--- src/rtl/uart_pkg.sv ---
// Shared types and constants for the UART receive path.
package uart_pkg;

    typedef enum logic [2:0] {
        IDLE,
        START,
        DATA,
        PARITY,
        STOP,
        WAIT_HIGH
    } uart_rx_state_e;

    localparam int unsigned UART_OVS    = 16;
    localparam int unsigned UART_MID    = 7;
    localparam int unsigned UART_LAST   = 15;
    localparam int unsigned UART_SCNT_W = $clog2(UART_OVS);

endpackage

--- src/rtl/uart_rx_fifo.sv ---
// Byte-wide synchronous FIFO; pointers carry an extra wrap bit to tell full from empty.
module uart_rx_fifo #(
    parameter int unsigned FIFO_DEPTH = 4
) (
    input  logic       hclk,
    input  logic       hresetn,
    input  logic       push,
    input  logic [7:0] wdata,
    input  logic       pop,
    output logic [7:0] rdata,
    output logic       full,
    output logic       empty
);

    localparam int unsigned AW = $clog2(FIFO_DEPTH);

    logic [AW:0] wptr_q, wptr_d;
    logic [AW:0] rptr_q, rptr_d;
    logic [7:0]  mem_q [FIFO_DEPTH];
    logic        do_push;
    logic        do_pop;

    assign empty = (wptr_q == rptr_q);
    assign full  = (wptr_q[AW] != rptr_q[AW]) && (wptr_q[AW-1:0] == rptr_q[AW-1:0]);

    // A pop in the same cycle frees the slot, so a push into a full FIFO still lands.
    assign do_pop  = pop && !empty;
    assign do_push = push && (!full || do_pop);

    always_comb begin
        wptr_d = wptr_q;
        rptr_d = rptr_q;
        if (do_push) wptr_d = wptr_q + (AW + 1)'(1);
        if (do_pop)  rptr_d = rptr_q + (AW + 1)'(1);
    end

    always_ff @(posedge hclk or negedge hresetn) begin
        if (!hresetn) begin
            wptr_q <= '0;
            rptr_q <= '0;
        end else begin
            wptr_q <= wptr_d;
            rptr_q <= rptr_d;
        end
    end

    always_ff @(posedge hclk) begin
        if (do_push) mem_q[wptr_q[AW-1:0]] <= wdata;
    end

    assign rdata = empty ? 8'h00 : mem_q[rptr_q[AW-1:0]];

endmodule

--- src/rtl/uart_rx.sv ---
// UART receiver: 2-FF input sync, 16x oversampled frame FSM and receive FIFO.
// Define UART_RX_PARITY_EN to add a parity bit (parity_odd port and PARITY state).
module uart_rx
    import uart_pkg::*;
#(
    parameter int unsigned DIV_WID    = 4,
    parameter int unsigned FIFO_DEPTH = 4
) (
    input  logic               hclk,
    input  logic               hresetn,
    input  logic [DIV_WID-1:0] div_factor,
    input  logic               uart_rxd,
`ifdef UART_RX_PARITY_EN
    input  logic               parity_odd,
`endif
    output logic [7:0]         rx_data,
    output logic               rx_valid,
    input  logic               rx_ready,
    input  logic               err_clr,
    output logic               frame_err,
    output logic               parity_err,
    output logic               overrun,
    output logic               rx_busy
);

    localparam logic [UART_SCNT_W-1:0] SMID  = UART_SCNT_W'(UART_MID);
    localparam logic [UART_SCNT_W-1:0] SLAST = UART_SCNT_W'(UART_LAST);

    logic               sync1_q, sync2_q, rxd_prev_q;
    logic               rxd_s, rxd_fall;
    logic [DIV_WID-1:0] tcnt_q, tcnt_d;
    logic               tick;

    uart_rx_state_e         state_q, state_d;
    logic [UART_SCNT_W-1:0] scnt_q, scnt_d;
    logic [2:0]             bidx_q, bidx_d;
    logic [7:0]             shreg_q, shreg_d;
    logic                   push, frame_set;
    logic                   frame_q, overrun_q;
    logic                   fifo_full, fifo_empty, pop, overrun_set;

    always_ff @(posedge hclk or negedge hresetn) begin
        if (!hresetn) begin
            sync1_q    <= 1'b1;
            sync2_q    <= 1'b1;
            rxd_prev_q <= 1'b1;
        end else begin
            sync1_q    <= uart_rxd;
            sync2_q    <= sync1_q;
            rxd_prev_q <= sync2_q;
        end
    end

    assign rxd_s    = sync2_q;
    assign rxd_fall = rxd_prev_q && !rxd_s;

    assign tick   = (tcnt_q == '0);
    assign tcnt_d = tick ? div_factor : tcnt_q - DIV_WID'(1);

    always_ff @(posedge hclk or negedge hresetn) begin
        if (!hresetn) tcnt_q <= '0;
        else          tcnt_q <= tcnt_d;
    end

`ifdef UART_RX_PARITY_EN
    logic parity_set, parity_q;
`endif

    always_comb begin
        state_d   = state_q;
        scnt_d    = scnt_q;
        bidx_d    = bidx_q;
        shreg_d   = shreg_q;
        push      = 1'b0;
        frame_set = 1'b0;
`ifdef UART_RX_PARITY_EN
        parity_set = 1'b0;
`endif
        if (tick && state_q != IDLE && state_q != WAIT_HIGH) scnt_d = scnt_q + UART_SCNT_W'(1);

        case (state_q)
            IDLE: begin
                // Start edge is taken on any cycle so the mid-bit point is tick-accurate.
                if (rxd_fall) begin
                    state_d = START;
                    scnt_d  = '0;
                end
            end
            START: begin
                if (tick && scnt_q == SMID) begin
                    if (!rxd_s) begin
                        state_d = DATA;
                        scnt_d  = '0;
                        bidx_d  = '0;
                    end else begin
                        state_d = IDLE;
                    end
                end
            end
            DATA: begin
                if (tick && scnt_q == SLAST) begin
                    shreg_d = {rxd_s, shreg_q[7:1]};
                    bidx_d  = bidx_q + 3'd1;
                    if (bidx_q == 3'd7) begin
`ifdef UART_RX_PARITY_EN
                        state_d = PARITY;
`else
                        state_d = STOP;
`endif
                    end
                end
            end
`ifdef UART_RX_PARITY_EN
            PARITY: begin
                if (tick && scnt_q == SLAST) begin
                    parity_set = (rxd_s != (^shreg_q ^ parity_odd));
                    state_d    = STOP;
                end
            end
`endif
            STOP: begin
                if (tick && scnt_q == SLAST) begin
                    if (rxd_s) begin
                        push    = 1'b1;
                        state_d = IDLE;
                    end else begin
                        frame_set = 1'b1;
                        state_d   = WAIT_HIGH;
                    end
                end
            end
            WAIT_HIGH: begin
                if (rxd_s) state_d = IDLE;
            end
            default: state_d = IDLE;
        endcase
    end

    always_ff @(posedge hclk or negedge hresetn) begin
        if (!hresetn) begin
            state_q <= IDLE;
            scnt_q  <= '0;
            bidx_q  <= '0;
            shreg_q <= '0;
        end else begin
            state_q <= state_d;
            scnt_q  <= scnt_d;
            bidx_q  <= bidx_d;
            shreg_q <= shreg_d;
        end
    end

    assign pop         = rx_valid && rx_ready;
    assign overrun_set = push && fifo_full && !pop;

    // Sticky flags: a new event outranks a clear in the same cycle.
    always_ff @(posedge hclk or negedge hresetn) begin
        if (!hresetn) begin
            frame_q   <= 1'b0;
            overrun_q <= 1'b0;
        end else begin
            frame_q   <= frame_set || (frame_q && !err_clr);
            overrun_q <= overrun_set || (overrun_q && !err_clr);
        end
    end

`ifdef UART_RX_PARITY_EN
    always_ff @(posedge hclk or negedge hresetn) begin
        if (!hresetn) parity_q <= 1'b0;
        else          parity_q <= parity_set || (parity_q && !err_clr);
    end
    assign parity_err = parity_q;
`else
    assign parity_err = 1'b0;
`endif

    uart_rx_fifo #(
        .FIFO_DEPTH(FIFO_DEPTH)
    ) u_fifo (
        .hclk   (hclk),
        .hresetn(hresetn),
        .push   (push),
        .wdata  (shreg_q),
        .pop    (pop),
        .rdata  (rx_data),
        .full   (fifo_full),
        .empty  (fifo_empty)
    );

    assign rx_valid  = !fifo_empty;
    assign frame_err = frame_q;
    assign overrun   = overrun_q;
    assign rx_busy   = (state_q != IDLE);

endmodule

--- config.mk ---
export PLATFORM = sky130hd
export DESIGN_NAME = uart_rx
export DESIGN_NICKNAME = d
export VERILOG_FILES = /design/src/rtl/uart_pkg.sv /design/src/rtl/uart_rx_fifo.sv /design/src/rtl/uart_rx.sv
export SDC_FILE = /design/constraint.sdc
export NUM_CORES = 1
export LEC_CHECK = 0
export ABC_CLOCK_PERIOD_IN_PS = 2700
export CAP_MARGIN = 20
export CORE_MARGIN = 8
export CORE_UTILIZATION = 50
export CTS_CLUSTER_DIAMETER = 40
export DETAILED_ROUTE_END_ITERATION = 8
export GPL_TIMING_DRIVEN = 0
export MAX_ROUTING_LAYER = met4
export PLACE_DENSITY_LB_ADDON = 0.25
export SETUP_SLACK_MARGIN = 0.4
export SLEW_MARGIN = 20
export SYNTH_ARGS = -nofsm -noshare
export SYNTH_HDL_FRONTEND = slang
export SYNTH_HIERARCHICAL = 1
export SYNTH_SLANG_ARGS = --single-unit
--- constraint.sdc ---
create_clock -name hclk -period 2.7 [get_ports hclk]
set_input_delay 0.405 -clock hclk [delete_from_list [all_inputs] [get_ports hclk]]
set_output_delay 0.405 -clock hclk [all_outputs]
set_load 0.02 [all_outputs]
==> results.sh <==
export IMPL_placedCellCount=307
export IMPL_synthArstFlopShare_pct=50.8
export IMPL_synth_top_cell_area_share_pct=31.2
export IMPL_port_buffers=20
export IMPL_overflow=0
export IMPL_yosys_top_cells_area="edfxtp_1 31%, dfrtp_1 24%, mux2_4 3.9%"
export IMPL_ff2ff_path_depth=7
export IMPL_synthMuxAreaShare_pct=12.6
export IMPL_num_vias=1750
export IMPL_dpl_worst_slack_ns=0.0112
export IMPL_drt_iter0_markers=100
export IMPL_yosys_area_share_simple_pct=11.4
export IMPL_core_area_um2=5960
export IMPL_maxSlewViolCount=0
export IMPL_antenna_found_initial=0
export IMPL_status="complete, no violations"
export IMPL_clock_sinks=65
export IMPL_clockPowerShare_pct=31.3
export IMPL_synth_cell_types=50
export IMPL_cts_buffer_depth=2
export IMPL_ff2ff_setup_slack_ns=0.47
export IMPL_grt_use_met1_pct=14.7
export IMPL_final_area_um2=3700
export IMPL_num_io_pins=22
export IMPL_path_class="reg -> reg"
export IMPL_ys_ff_latch=65
export IMPL_yosysMostFrequentCell="edfxtp_1"
export IMPL_wl_mm=5.12
export IMPL_worstPathRequired_ns=2.79
export IMPL_fin_ws_ns=0.467
export IMPL_register_area_um2=1790
export IMPL_grt_util_all_layers_pct=13.3
export IMPL_antenna_left=0
export IMPL_arrival_ns=2.32
export IMPL_syn_inst=211
export IMPL_htree_num_levels=3
export IMPL_p_int_w=0.00160
export IMPL_met2_usage_pct=21.4
export IMPL_synth_fa_ha_area_share_pct=3.65
export IMPL_die_area_um2=8940
export IMPL_synth_top_family_by_area="multiplexers"
export IMPL_clockRootBuffer="clkbuf_8"
export IMPL_cts_inserted_buffers=9
export IMPL_wl_per_cell_um=15.3
export IMPL_grt_max_degree=29
export IMPL_worstSetupStartpointType="flop"
export IMPL_seq_area_frac_synth_pct=58.1
export IMPL_clkTransAtPathRegs_ns=0.07
export IMPL_leakagePower_nw=1.54
export IMPL_syn_area_per_cell_um2=14.6
export IMPL_synth_enable_flop_cells=32
export IMPL_nFillCells=472
export IMPL_finalNetCount=272
export IMPL_setup_tns_ns=0
export IMPL_clk_latency_ns=0.34
export IMPL_rr_endpoint="u_fifo/mem_q[1][6]"
export IMPL_instances_no_fill=334
export IMPL_cts_tree="yes"
export IMPL_ys_warn_count=6
export IMPL_maxSlewHeadroom_pct=55.1
export IMPL_place_area_um2=3410
export IMPL_tightestPinTransition_ns=0.665
export IMPL_setup_viol=0
export IMPL_grt_busiest_layer="met2"
export IMPL_ys_flop_type="edfxtp_1"
export IMPL_r2r_start="u_fifo/rptr_q[1]"
export IMPL_fmax_ghz=0.448
export IMPL_grt_pass1_vias=1814
export IMPL_p_comb_share_pct=16.2
export IMPL_p_switching_w=0.000635
export IMPL_seq_power_share_pct=52.5
export IMPL_cp_max_fo=10
export IMPL_hold_viol=0
export IMPL_endpoint_kind="flop"
export IMPL_area_growth_pct=20.0
export IMPL_dr_pass1_iters=4
export IMPL_via_per_inst=5.24
export IMPL_synth_compound_area_share_pct=6.41
export IMPL_syn_nets=229
export IMPL_yosysTopAreaCell="edfxtp_1"
export IMPL_place_hpwl_mm=3.35
export IMPL_die_w_um=94.5
export IMPL_rsz0062_at_grt="true"
export IMPL_syn_area_um2=3080
export IMPL_rows=28
export IMPL_min_period_ns=2.23
export IMPL_min_path_cells=0
export IMPL_multi_input_area_um2=1250
export IMPL_drive_above_1_share_pct=32.4
export IMPL_whs_endpoint="rxd_s"
export IMPL_critPathLaunch="u_fifo/rptr_q[1]"
export IMPL_use_met3_pct=4.92
export IMPL_cap_viol_max_count=0
export IMPL_skew_ns=0.00447
export IMPL_ir_drop_mv=0.403
export IMPL_die_h_um=94.5
export IMPL_swShare_pct=28.4
export IMPL_diodes=0
export IMPL_p_per_area_nw_per_um2=603
export IMPL_grt_pass1_wl_mm=8.65
export IMPL_start_util_pct=51.8
export IMPL_drt_drc_violations_left=0
export IMPL_fin_crit_sh_pct=82.7
export IMPL_globalplace_congestion=0.801
export IMPL_synth_xor_area_share_pct=4.62
export IMPL_hp_start="sync1_q"
export IMPL_synth_common_cells="32 x edfxtp_1, 30 x dfrtp_1, 15 x nor2_1"
export IMPL_hold_class="reg -> reg"
==> final cells by class <==
cell class              instances  area share, %
flip-flops and latches         65           48.4
well taps                      75           2.53
inverters                       9          0.912
clock buffers                   9           3.35
clock inverters                 7           1.25
repair buffers                 32           7.84
multi-input cells             128           33.8
plain buffers                   9           1.93
==> cell families (layout without fill, tap and decap cells) <==
logic type / after synthesis / in the layout
flops: 65 / 65
simple gates: 59 / 59
compound gates: 24 / 24
mux: 23 / 23
buf+inv: 18 / 66
xor+xnor: 12 / 12
fa+ha+maj: 9 / 9
other cells: 1 / 1
==> registers in the layout, indices dropped and copies added (netlist names) <==
register,flops
u_fifo/wptr_q,3
frame_err,1
rxd_s,1
rxd_prev_q,1
shreg_q,8
sync1_q,1
bidx_q,3
scnt_q,4
tcnt_q,4
overrun,1
u_fifo/mem_q,32
u_fifo/rptr_q,3
state_q,3
==> power groups by stage <==
stage	clock [W]	combinational (W)	sequential, W
2_1_floorplan	0	0.000257	0.00118
6_report	0.000699	0.000361	0.00117
4_1_cts	0.000724	0.000345	0.00117
3_3_place_gp	0	0.000324	0.00119
5_1_grt	0.000771	0.000412	0.00118
3_5_place_dp	0	0.000335	0.00119
==> layout by cell type (no fill, tap or decap), types with 3 or more instances in the layout <==
cell type	count
edfxtp_1	32
dfrtp_1	30
nor2_1	15
buf_2	9
clkbuf_8	9
clkdlybuf4s50_1	9
inv_1	8
nand2_1	8
mux2_4	8
ha_1	8
buf_4	8
nor2b_1	8
mux4_2	7
xnor2_1	5
xor2_1	4
mux2_2	4
nor3_1	4
o31ai_1	4
buf_12	4
clkbuf_1	3
nand2b_1	3
and3_1	3
o21ai_0	3
a21oi_1	3
buf_6	3
a31oi_1	3
dlygate4sd2_1	3
dfstp_2	3
and3_4	3
==> per-stage QoR <==
step | total power, W | utilization [%] | hold WS, ns
final | 0.00223 | 62.2 | 0.357
after global routing | 0.00237 | 62.2 | 0.362
after CTS | 0.00224 | 61.9 | 0.358
after detailed placement | 0.00153 | 57.2 | 0.252
after global placement | 0.00151 | 57.0 | 0.346
after floorplan | 0.00143 | - | 0.109
==> repair_timing <==
action                                  4_1_cts  5_1_grt
endpoints found under the hold margin         5        0
endpoints found under the setup margin       44       42
hold buffers                                  1        0
setup buffers                                 7        3
gates resized for setup                      38       11
pin swaps                                     1        4
==> worst max-delay path by stage <==
stage	to	slack, ns	cells after the start
after floorplan	u_fifo/mem_q[0][0]	0.43	6
after global placement	u_fifo/mem_q[3][4]	0.04	8
after detailed placement	u_fifo/mem_q[3][3]	0.01	8
after CTS	rx_data[3]	0.36	5
after global routing	u_fifo/mem_q[1][6]	0.40	7
final	u_fifo/mem_q[1][6]	0.47	7
==> layer usage <==
layer | part of all wire, % | vias to the layer above | wire length (um)
met5 | 0 | - | 0
met4 | 1.6 | 0 | 80
met3 | 4.3 | 6 | 221
met2 | 50 | 28 | 2540
met1 | 44 | 856 | 2280
li1 | - | 860 | -
==> worst max-delay path: stages (launching register included) <==
cell and delay (ns):
dfrtp_1 0.40, buf_6 0.17, xor2_4 0.16, nor3_4 0.23
buf_12 0.15, nor2b_2 0.08, or4_4 0.56, and3_4 0.25
(Power assumes the default switching activity.)
